--- src/rtl/axi_uart_lite.sv ---
// AXI4-Lite slave 8N1 UART transmitter: TX FIFO, programmable baud divisor, status register.
// Latency: B one cycle after the later AW/W handshake, R one cycle after AR; tx start bit 2 cycles after push.
// Backpressure: one outstanding access per channel; a TXDATA write into a full FIFO drops the byte with SLVERR.
module axi_uart_lite #(
    parameter int          FIFO_DEPTH = 16,
    parameter logic [15:0] DIV_RESET  = 16'd16
) (
    input  logic        clk,
    input  logic        rst,
    input  logic        awvalid,
    output logic        awready,
    input  logic [31:0] awaddr,
    input  logic        wvalid,
    output logic        wready,
    input  logic [31:0] wdata,
    input  logic [3:0]  wstrb,
    output logic        bvalid,
    input  logic        bready,
    output logic [1:0]  bresp,
    input  logic        arvalid,
    output logic        arready,
    input  logic [31:0] araddr,
    output logic        rvalid,
    input  logic        rready,
    output logic [31:0] rdata,
    output logic [1:0]  rresp,
    output logic        tx
);
    localparam int         PTR_W       = $clog2(FIFO_DEPTH);
    localparam int         CNT_W       = PTR_W + 1;
    localparam logic [1:0] RESP_OKAY   = 2'b00;
    localparam logic [1:0] RESP_SLVERR = 2'b10;

    typedef enum logic [1:0] {W_IDLE, W_WAIT_DATA, W_WAIT_ADDR, W_RESP} w_state_t;
    typedef enum logic {R_IDLE, R_DATA} r_state_t;
    typedef enum logic {TX_IDLE, TX_SHIFT} tx_state_t;

    w_state_t   w_state, w_next;
    r_state_t   r_state, r_next;
    tx_state_t  tx_state, tx_state_next;

    logic [15:0]      div;
    logic [1:0]       aw_addr_q, wr_addr, wr_resp;
    logic [15:0]      w_dat_q, wr_dat;
    logic [1:0]       w_strb_q, wr_strb;
    logic             aw_hs, w_hs, ar_hs, wr_fire;
    logic [7:0]       fifo_mem [FIFO_DEPTH];
    logic [PTR_W-1:0] wr_ptr, rd_ptr;
    logic [CNT_W-1:0] fifo_count;
    logic             fifo_push, fifo_pop, fifo_full, fifo_empty;
    logic [31:0]      status, rd_dat;
    logic [1:0]       rd_resp;
    logic [9:0]       tx_sh;
    logic [15:0]      tx_div, baud_cnt;
    logic [3:0]       bit_cnt;
    logic             baud_end, tx_busy;
    logic             unused_bits;

    assign unused_bits = ^{awaddr[31:4], awaddr[1:0], araddr[31:4], araddr[1:0], wdata[31:16], wstrb[3:2]};

    // Write channel FSM
    always_ff @(posedge clk or posedge rst) begin
        if (rst) w_state <= W_IDLE;
        else     w_state <= w_next;
    end

    always_comb begin
        w_next  = w_state;
        awready = 1'b0;
        wready  = 1'b0;
        bvalid  = 1'b0;
        case (w_state)
            W_IDLE: begin
                awready = 1'b1;
                wready  = 1'b1;
                if (awvalid && wvalid) w_next = W_RESP;
                else if (awvalid)      w_next = W_WAIT_DATA;
                else if (wvalid)       w_next = W_WAIT_ADDR;
            end
            W_WAIT_DATA: begin
                wready = 1'b1;
                if (wvalid) w_next = W_RESP;
            end
            W_WAIT_ADDR: begin
                awready = 1'b1;
                if (awvalid) w_next = W_RESP;
            end
            W_RESP: begin
                bvalid = 1'b1;
                if (bready) w_next = W_IDLE;
            end
            default: w_next = W_IDLE;
        endcase
    end

    assign aw_hs   = awvalid && awready;
    assign w_hs    = wvalid && wready;
    assign wr_fire = (w_state != W_RESP) && (w_next == W_RESP);
    // Whichever half arrives last is taken straight from the bus, the other from its holding register.
    assign wr_addr = aw_hs ? awaddr[3:2] : aw_addr_q;
    assign wr_dat  = w_hs ? wdata[15:0] : w_dat_q;
    assign wr_strb = w_hs ? wstrb[1:0] : w_strb_q;

    always_ff @(posedge clk or posedge rst) begin
        if (rst) begin
            aw_addr_q <= 2'd0;
            w_dat_q   <= 16'd0;
            w_strb_q  <= 2'd0;
        end else begin
            if (aw_hs) aw_addr_q <= awaddr[3:2];
            if (w_hs) begin
                w_dat_q  <= wdata[15:0];
                w_strb_q <= wstrb[1:0];
            end
        end
    end

    always_comb begin
        wr_resp   = RESP_OKAY;
        fifo_push = 1'b0;
        case (wr_addr)
            2'd0: begin
                if (wr_strb[0]) begin
                    if (fifo_full) wr_resp = RESP_SLVERR;
                    else           fifo_push = wr_fire;
                end
            end
            2'd2:    wr_resp = RESP_OKAY;
            default: wr_resp = RESP_SLVERR;
        endcase
    end

    always_ff @(posedge clk or posedge rst) begin
        if (rst) begin
            bresp <= RESP_OKAY;
            div   <= DIV_RESET;
        end else if (wr_fire) begin
            bresp <= wr_resp;
            if (wr_addr == 2'd2) begin
                if (wr_strb[0]) div[7:0]  <= wr_dat[7:0];
                if (wr_strb[1]) div[15:8] <= wr_dat[15:8];
            end
        end
    end

    // Read channel FSM
    always_ff @(posedge clk or posedge rst) begin
        if (rst) r_state <= R_IDLE;
        else     r_state <= r_next;
    end

    always_comb begin
        r_next  = r_state;
        arready = 1'b0;
        rvalid  = 1'b0;
        case (r_state)
            R_IDLE: begin
                arready = 1'b1;
                if (arvalid) r_next = R_DATA;
            end
            R_DATA: begin
                rvalid = 1'b1;
                if (rready) r_next = R_IDLE;
            end
            default: r_next = R_IDLE;
        endcase
    end

    assign ar_hs  = arvalid && arready;
    assign status = {16'h0, 8'(fifo_count), 5'h0, tx_busy, fifo_empty, fifo_full};

    always_comb begin
        rd_dat  = 32'h0;
        rd_resp = RESP_OKAY;
        case (araddr[3:2])
            2'd1:    rd_dat = status;
            2'd2:    rd_dat = {16'h0, div};
            2'd3:    rd_resp = RESP_SLVERR;
            default: rd_dat = 32'h0;
        endcase
    end

    always_ff @(posedge clk or posedge rst) begin
        if (rst) begin
            rdata <= 32'h0;
            rresp <= RESP_OKAY;
        end else if (ar_hs) begin
            rdata <= rd_dat;
            rresp <= rd_resp;
        end
    end

    // TX FIFO; full is the registered state, so a same-cycle pop never makes room for a push.
    assign fifo_full  = (fifo_count == CNT_W'(FIFO_DEPTH));
    assign fifo_empty = (fifo_count == '0);

    always_ff @(posedge clk) begin
        if (fifo_push) fifo_mem[wr_ptr] <= wr_dat[7:0];
    end

    always_ff @(posedge clk or posedge rst) begin
        if (rst) begin
            wr_ptr     <= '0;
            rd_ptr     <= '0;
            fifo_count <= '0;
        end else begin
            if (fifo_push) wr_ptr <= wr_ptr + 1'b1;
            if (fifo_pop)  rd_ptr <= rd_ptr + 1'b1;
            case ({fifo_push, fifo_pop})
                2'b10:   fifo_count <= fifo_count + 1'b1;
                2'b01:   fifo_count <= fifo_count - 1'b1;
                default: fifo_count <= fifo_count;
            endcase
        end
    end

    // TX engine
    assign tx_busy  = (tx_state == TX_SHIFT);
    assign baud_end = (baud_cnt == tx_div - 16'd1);

    always_ff @(posedge clk or posedge rst) begin
        if (rst) tx_state <= TX_IDLE;
        else     tx_state <= tx_state_next;
    end

    always_comb begin
        tx_state_next = tx_state;
        fifo_pop      = 1'b0;
        case (tx_state)
            TX_IDLE: begin
                if (!fifo_empty) begin
                    fifo_pop      = 1'b1;
                    tx_state_next = TX_SHIFT;
                end
            end
            TX_SHIFT: begin
                if (baud_end && bit_cnt == 4'd9) tx_state_next = TX_IDLE;
            end
            default: tx_state_next = TX_IDLE;
        endcase
    end

    // tx is registered so the line is glitch-free; it trails the engine state by one cycle.
    always_ff @(posedge clk or posedge rst) begin
        if (rst) begin
            tx       <= 1'b1;
            tx_sh    <= '1;
            tx_div   <= 16'd1;
            baud_cnt <= 16'd0;
            bit_cnt  <= 4'd0;
        end else begin
            tx <= tx_busy ? tx_sh[0] : 1'b1;
            if (fifo_pop) begin
                tx_sh    <= {1'b1, fifo_mem[rd_ptr], 1'b0};
                tx_div   <= (div == 16'd0) ? 16'd1 : div;
                baud_cnt <= 16'd0;
                bit_cnt  <= 4'd0;
            end else if (tx_busy) begin
                if (baud_end) begin
                    baud_cnt <= 16'd0;
                    bit_cnt  <= bit_cnt + 4'd1;
                    tx_sh    <= {1'b1, tx_sh[9:1]};
                end else begin
                    baud_cnt <= baud_cnt + 16'd1;
                end
            end
        end
    end
endmodule

--- config.mk ---
export PLATFORM = sky130hd
export DESIGN_NAME = axi_uart_lite
export DESIGN_NICKNAME = d
export VERILOG_FILES = /design/src/rtl/axi_uart_lite.sv
export SDC_FILE = /design/constraint.sdc
export NUM_CORES = 1
export LEC_CHECK = 0
export BUFFER_PORTS_ARGS = -buffer_cell sky130_fd_sc_hd__buf_2
export CORE_ASPECT_RATIO = 0.6
export CORE_MARGIN = 2
export CORE_UTILIZATION = 58
export CTS_CLUSTER_SIZE = 10
export DETAILED_ROUTE_END_ITERATION = 16
export HOLD_SLACK_MARGIN = 0.03
export PLACE_DENSITY_LB_ADDON = 0.3
export SLEW_MARGIN = 25
export SYNTH_ARGS = -nofsm -noshare
export SYNTH_HDL_FRONTEND = slang
export SYNTH_SLANG_ARGS = --single-unit
export TNS_END_PERCENT = 1
--- constraint.sdc ---
create_clock -name clk -period 3.9 [get_ports clk]
set_input_delay 0.39 -clock clk [delete_from_list [all_inputs] [get_ports clk]]
set_output_delay 0.39 -clock clk [all_outputs]
set_load 0.05 [all_outputs]
==> summary.md, run 1 <==
| Metric | Value |
|---|---|
| TNS Setup | `0 ns` |
| Synth cell count leaders | `128 x edfxtp_1, 105 x dfrtp_1, 95 x nand2_1, 40 x mux4_2, 38 x mux2_2` |
| Maximum VDD drop | `0.0005562 V` |
| Clock group share of total power | `27.2%` |
| WHS Endpoint | `w_dat_q[11]$_DFF_PP0_` |
| Pint | `5.750 mW` |
| Sequential standard cell area | `6788 µm²` |
| GRT Util Overall | `24.51%` |
| Die ar. | `20100 µm²` |
| WP data arrival | `4.05 ns` |
| Multi-input gate area | `3862 µm²` |
| Core Region | `18310 µm²` |
| Static leakage | `4.858 nW` |
| Final setup violation count | `0` |
| Min cycle time layout | `3.596 ns` |
| CTS tree | `done` |
| Main synth FF type | `edfxtp_1` |
| Crit Path Max Fanout | `31` |
| Clk_skew | `0.01557 ns` |
| Mean area per synthesized cell | `13.75 µm²` |
| PwrDens | `700.2 nW/µm²` |
| CTS resizes | `0` |
| FF-to-FF path depth | `10` |
| Non-Filler Instances | `1109` |
| Drt pass-1 iters | `5` |
| First-pass GRT wire length | `37990 µm` |
| Overflow left after global routing | `0` |
| Critical path class | `reg -> reg` |
| Synth warn | `0` |
| Logic pwr share | `27.9%` |
| Hold Path Depth | `2` |
| Cell taking the most area after synthesis | `edfxtp_1` |
| Max-Cap Viols | `0` |
| Drt total wl | `24030 µm` |
| Met1 Use GR | `39.11%` |
| Initial antenna violation count | `1` |
| Seq cells post-synth | `245` |
| Startpoint types | `flip-flop` |
| Placed insts | `1057` |
| Initial core utilization | `60.03%` |
| Initial DRC Count | `706` |
| Worst reg2reg endpoint | `bit_cnt[3]$_DFFE_PP0P_` |
| Clock Sinks | `245` |
| Slack of the worst reg-to-reg path | `0.30 ns` |
| Post-synth cell types | `67` |
| Vias/cell | `6.221` |
| GRT met2 Usage | `36.14%` |
| Period utilization | `92.21%` |
| Share of power burned in registers | `44.9%` |
| CTS clk-pin slew, worst paths | `0.05 ns` |
| DRT antenna net count | `0` |
| Num rows | `38` |
| Port buffer count | `52` |
| Status | `complete, no violations` |
| Clk Latency, worst-skew pair | `0.54 ns` |
| Layout filler cell count | `1287` |
| Layout area overhead | `11.50%` |
| Synth Cell Area | `10990 µm²` |
| Die Y | `110.6 µm` |
| Number of buffers created by CTS | `28` |
| Nets@finish | `972` |
| R2r startpoint | `tx_div[1]$_DFFE_PP0P_` |
| Share of post-route cells with drive strength above 1 | `23.59%` |
| Worst endpoint required time | `4.35 ns` |
| DR WL/cell | `21.67 µm` |
| DP HPWL | `15980 µm` |
| Hold crit path type | `in -> reg` |
| Antenna diode count | `0` |
| RSZ-0062 raised after global routing | `false` |
| Area contributors post-synth | `edfxtp_1 35%, dfrtp_1 24%, mux4_2 8.2%, mux2_2 3.9%, nand2_1 3.2%` |
| Fmax | `278.1 MHz` |
| Setup repair bufs after CTS | `0` |
| Most frequent cell after synthesis | `edfxtp_1` |
| Seq/Total Area, Yosys | `61.76%` |
| EDFF count, synth | `128` |
| Max-slew headroom | `47.24%` |
| Clock root buffer | `clkbuf_16` |
| Met3 Use GR | `4.057%` |
| Max clock buf depth | `3` |
| Total number of vias | `6899` |
| Utilization after layout | `66.93%` |
| Async SR Flop Fraction | `47.76%` |
| Die W | `181.7 µm` |
| Cell count after synthesis | `799` |
| Drc violations | `0` |
| Sw Share | `32.98%` |
| Vias in the first global route | `6739` |
| Slew @ Worst Pin | `0.7895 ns` |
| Crit end category | `flip-flop` |
| RePlAce Congestion | `0.8863` |
| Pin count of the biggest net entering global routing | `106` |
| Hold_sp | `wdata[11]` |
| Sw power | `2.830 mW` |
| Yosys top cell area share | `34.98%` |
| Final Max Tran Viols | `0` |
| # IOs | `149` |
| Most Crowded Layer GR | `met1` |
| Hold Vio Cnt, Final | `0` |
| H-tree depth | `1` |
-- what timing repair did --
item                                    in CTS  in global routing
hold buffers                                 3                  0
endpoints found under the hold margin       15                  0
endpoints found under the setup margin       0                  0
-- area by class of cell --
type	count	area share [%]
sequential	245	55.40
multi-input combinational	483	31.53
clock buffer	47	6.301
timing repair buffer	68	3.268
tap	240	2.451
inverter	24	0.7557
clock inverter	2	0.2962
-- power by group through the flow --
stage	clock (mW)	sequential [mW]	combinational, mW
2_1_floorplan	0	3.79	1.74
5_1_grt	2.50	3.92	2.59
4_1_cts	2.36	3.84	2.39
3_5_place_dp	0	3.88	2.36
3_3_place_gp	0	3.85	2.26
6_report	2.33	3.86	2.39
-- registers in the layout, indices dropped and copies added (netlist names), 5 cells and up --
signal      flops
w_dat_q        16
div            16
rdata          16
fifo_count      5
tx_div         16
baud_cnt       16
tx_sh           9
fifo_mem      128
-- worst max-delay path: stages, from the launching register on --
cell	delay, ns
dfrtp_1	0.42
inv_1	0.10
ha_1	0.34
nor3b_2	0.40
a311oi_1	0.14
or4_1	0.56
a2111oi_2	0.43
o2111ai_2	0.17
buf_4	0.26
or4_1	0.49
a21oi_1	0.17
-- layout by cell type (no fill, tap or decap), types with 6 or more instances in the layout --
cell type	instances
nor3_1	10
edfxtp_1	128
or2_2	9
ha_1	15
o211a_1	7
conb_1	18
mux2i_1	7
buf_4	12
nor2_1	22
o21ai_0	29
nor4_1	9
dfrtp_1	104
a21oi_1	8
a211o_1	9
clkbuf_1	19
buf_2	52
clkbuf_16	28
or4_1	7
xnor2_1	19
and2_1	19
nand3_1	11
mux4_2	40
nand4_1	11
mux2_2	38
dfstp_2	12
o311ai_0	6
a22oi_1	8
nand2_1	95
a31oi_1	8
inv_1	22
and3_1	8
xor2_1	12
-- cell families (layout without fill, tap and decap cells) --
family	Yosys count	in the layout	synth area share, %
buffers and inverters	88	141	3.724
DFF	245	245	61.76
other	1	18	0.03413
adders and majority gates	15	15	1.708
AOI/OAI and AO/OA	104	104	6.764
xor gates and xnor gates	32	32	2.676
and+or+nand+nor	229	229	10.60
muxes	85	85	12.73
-- per-stage QoR --
stage / area, µm² / hold WS (ns) / power (mW) / setup slack (ns)
2_1_floorplan: 11050 / 0.4472 / 5.532 / 0.4291
3_3_place_gp: 11410 / 0.3093 / 6.109 / 0.4324
3_5_place_dp: 11410 / 0.3153 / 6.241 / 0.3706
4_1_cts: 12250 / 0.08454 / 8.596 / 0.3529
5_1_grt: 12250 / 0.09354 / 9.003 / 0.1263
6_report: 12250 / 0.1029 / 8.579 / 0.3036
-- layer usage --
layer  wire length (µm)  up-vias
met4                269        0
met5                  0        -
li1                   -     3043
met2              10890      292
met3               1686       34
met1              11190     3530
-- how the worst max path moves through the flow --
stage	slack, ns	start	to
final	0.30	tx_div[1]$_DFFE_PP0P_	bit_cnt[3]$_DFFE_PP0P_
after global routing	0.13	tx_div[1]$_DFFE_PP0P_	bit_cnt[3]$_DFFE_PP0P_
after CTS	0.35	tx_div[1]$_DFFE_PP0P_	bit_cnt[3]$_DFFE_PP0P_
after detailed placement	0.37	tx_div[1]$_DFFE_PP0P_	bit_cnt[3]$_DFFE_PP0P_
after global placement	0.43	tx_div[0]$_DFFE_PP1P_	bit_cnt[3]$_DFFE_PP0P_
after floorplan	0.43	rst	aw_addr_q[0]$_DFF_PP0_
Power figures use the tool's default switching activity.
==> run 2, diff against run 1 <==
--- a/config.mk
+++ b/config.mk
@@ -8,11 +8,11 @@
 export BUFFER_PORTS_ARGS = -buffer_cell sky130_fd_sc_hd__buf_2
 export CORE_ASPECT_RATIO = 0.6
 export CORE_MARGIN = 2
-export CORE_UTILIZATION = 58
+export CORE_UTILIZATION = 59
 export CTS_CLUSTER_SIZE = 10
 export DETAILED_ROUTE_END_ITERATION = 16
 export HOLD_SLACK_MARGIN = 0.03
-export PLACE_DENSITY_LB_ADDON = 0.3
+export PLACE_DENSITY = 0.79
 export SLEW_MARGIN = 25
 export SYNTH_ARGS = -nofsm -noshare
 export SYNTH_HDL_FRONTEND = slang
==> constraint.sdc (replaced) <==
create_clock -name clk -period 4.25 [get_ports clk]
set_input_delay 0.425 -clock clk [delete_from_list [all_inputs] [get_ports clk]]
set_output_delay 0.425 -clock clk [all_outputs]
set_load 0.05 [all_outputs]
==> run 2 against run 1 <==
Effect of this change:
- the run now ends with hold timing left
- clock-buffer cell count is 2 lower
- global-route usage grew 0.62 points
- setup slack better by 0.11 ns
- highest routed layer is now met5
- largest power group unchanged
- clock power shrank 8.6%
- critical path type unchanged
- largest cell class unchanged
==> summary.md, run 2 (same netlist as run 1, synthesis figures left out) <==
| Metric | Value |
|---|---|
| Status | `finished, violations left (was complete, no violations)` |
| Failing checks | `hold timing` |
| Max clock buf depth | `3 (unchanged)` |
| Utilization after layout | `67.19% (was 66.93%)` |
| Max-Cap Viols | `0 (unchanged)` |
| Worst endpoint required time | `4.72 ns (was 4.35 ns)` |
| Drt total wl | `24210 µm (was 24030 µm)` |
| Static leakage | `4.834 nW (was 4.858 nW)` |
| WP data arrival | `4.31 ns (was 4.05 ns)` |
| Clock root buffer | `clkbuf_16 (unchanged)` |
| Drc violations | `0 (unchanged)` |
| DP HPWL | `16390 µm (was 15980 µm)` |
| Layout filler cell count | `1245 (was 1287)` |
| Number of buffers created by CTS | `28 (unchanged)` |
| Worst path cell trace | `inv_1 -> ha_1 -> nor3b_2 -> a311oi_1 -> or4_1 -> a2111oi_2 -> o2111ai_2 -> nor2_2 -> mux2i_1 (was inv_1 -> ha_1 -> nor3b_2 -> a311oi_1 -> or4_1 -> a2111oi_2 -> o2111ai_2 -> buf_4 -> or4_1 -> a21oi_1)` |
| Initial DRC Count | `809 (was 706)` |
| Pin count of the biggest net entering global routing | `75 (was 106)` |
| CTS resizes | `0 (unchanged)` |
| Hold crit path type | `in -> async (was in -> reg)` |
| Clk Latency, worst-skew pair | `0.55 ns (was 0.54 ns)` |
| Logic pwr share | `27.3% (was 27.9%)` |
| TNS Setup | `0 ns (unchanged)` |
| Largest Register | `fifo_mem (unchanged)` |
| Min cycle time layout | `3.836 ns (was 3.596 ns)` |
| Final setup violation count | `0 (unchanged)` |
| Non-Filler Instances | `1104 (was 1109)` |
| Drt pass-1 iters | `6 (was 5)` |
| CP Launch Point | `tx_div[1]$_DFFE_PP0P_ (unchanged)` |
| Overflow left after global routing | `0 (unchanged)` |
| CTS tree | `done (unchanged)` |
| Crit end category | `flip-flop (unchanged)` |
| Startpoint types | `flip-flop (unchanged)` |
| Commonest non-fill, non-tap cell in the layout | `edfxtp_1 (unchanged)` |
| Die W | `180.2 µm (was 181.7 µm)` |
| Num rows | `38 (unchanged)` |
| Max stage delay on crit path | `0.59 ns (was 0.56 ns)` |
| Period utilization | `90.26% (was 92.21%)` |
| Initial core utilization | `60.50% (was 60.03%)` |
| Initial antenna violation count | `1 (unchanged)` |
| Post-CTS Hold Fix Bufs | `0 (was 3)` |
| Sw power | `2.612 mW (was 2.830 mW)` |
| Port buffer count | `52 (unchanged)` |
| Vias in the first global route | `6696 (was 6739)` |
| H-tree depth | `1 (unchanged)` |
| Critical path's slowest cell | `nor2_2 (was or4_1)` |
| Crit Path Max Fanout | `18 (was 31)` |
| Max reg flops | `128 (unchanged)` |
| Family with the most delay on the worst path | `simple AND/OR/NAND/NOR gates (unchanged)` |
| Fmax | `260.7 MHz (was 278.1 MHz)` |
| Most frequent cells in the layout | `128 x edfxtp_1, 103 x dfrtp_1, 95 x nand2_1 (was 128 x edfxtp_1, 104 x dfrtp_1, 95 x nand2_1)` |
| Die ar. | `19770 µm² (was 20100 µm²)` |
| First-pass GRT wire length | `37890 µm (was 37990 µm)` |
| GRT Util Overall | `25.14% (was 24.51%)` |
| Hold Vio Cnt, Final | `3 (was 0)` |
| Vias/cell | `6.191 (was 6.221)` |
| # IOs | `149 (unchanged)` |
| DR WL/cell | `21.93 µm (was 21.67 µm)` |
| Slack of the worst reg-to-reg path | `0.41 ns (was 0.30 ns)` |
| Setup repair bufs after CTS | `0 (unchanged)` |
| Total number of vias | `6835 (was 6899)` |
| Placed insts | `1057 (unchanged)` |
| Antenna diode count | `0 (unchanged)` |
| Slew @ Worst Pin | `0.8989 ns (was 0.7895 ns)` |
| Total power | `7.877 mW (was 8.579 mW)` |
| Layout area overhead | `11.07% (was 11.50%)` |
| Clk_skew | `0.01390 ns (was 0.01557 ns)` |
| Core Region | `18160 µm² (was 18310 µm²)` |
| RSZ-0062 raised after global routing | `false (unchanged)` |
| Nets@finish | `969 (was 972)` |
| WP buf/inv | `1 (was 2)` |
| Clock group share of total power | `27.1% (was 27.2%)` |
| Sw Share | `33.16% (was 32.98%)` |
| Clock Sinks | `245 (unchanged)` |
| Smallest hold slack | `-0.02660 ns (was 0.1029 ns)` |
| RePlAce Congestion | `0.8694 (was 0.8863)` |
| Maximum VDD drop | `0.0005419 V (was 0.0005562 V)` |
| Max-slew headroom | `40.07% (was 47.24%)` |
| Final Max Tran Viols | `0 (unchanged)` |
| Share of post-route cells with drive strength above 1 | `23.84% (was 23.59%)` |
| Critical path class | `reg -> reg (unchanged)` |
| DRT antenna net count | `0 (unchanged)` |
| PwrDens | `645.5 nW/µm² (was 700.2 nW/µm²)` |
| Share of power burned in registers | `45.6% (was 44.9%)` |
| Pint | `5.265 mW (was 5.750 mW)` |
| CTS clk-pin slew, worst paths | `0.06 ns (was 0.05 ns)` |
| Die Y | `109.7 µm (was 110.6 µm)` |
| R2r startpoint | `tx_div[1]$_DFFE_PP0P_ (unchanged)` |
==> run 2: per-stage QoR <==
stage,instance area [µm²],worst slack [ns],hold slack [ns]
floorplan,11050,0.7441,0.4472
global placement,11400,0.5464,0.4599
detailed placement,11400,0.5035,0.4654
CTS,12200,0.4751,0.04776
global route,12200,0.1627,0.03468
finish,12200,0.4141,-0.02660
==> run 2: final timing paths <==
path,endpoint,depth (start not counted)
max,tx_sh[0]$_DFFE_PP1P_,9
min,rd_ptr[2]$_DFFE_PP0P_,2
max reg2reg,tx_sh[0]$_DFFE_PP1P_,9
min reg2reg,tx_sh[0]$_DFFE_PP1P_,2
max in group asynchronous,div[4]$_DFFE_PP1P_,3
min in group clk,w_state[0]$_DFF_PP0_,2
==> run 2: final cells by class <==
class / instances / area [µm²] / share of cell area [%]
Clock buffer: 45 / 764.5 / 6.264
Multi-Input combinational cell: 483 / 3862 / 31.65
Timing Repair Buffer: 65 / 357.8 / 2.932
Sequential cell: 245 / 6789 / 55.63
Clock inverter: 2 / 35.03 / 0.2871
Inverter: 24 / 95.09 / 0.7792
Tap cell: 240 / 300.3 / 2.461
==> run 2: power by group through the flow <==
stage / Clock [mW] / Sequential, mW / Combinational, mW
CTS: 2.17 / 3.58 / 2.15
detailed placement: 0 / 3.61 / 2.13
global route: 2.28 / 3.65 / 2.33
floorplan: 0 / 3.48 / 1.59
finish: 2.13 / 3.59 / 2.15
global placement: 0 / 3.58 / 2.02
==> run 2: metal layers <==
metal  wire length (µm)  track usage [%]
met1              10710            37.89
met2              10910            38.33
met3               2152            5.432
met4                421            5.357
met5                 13                0
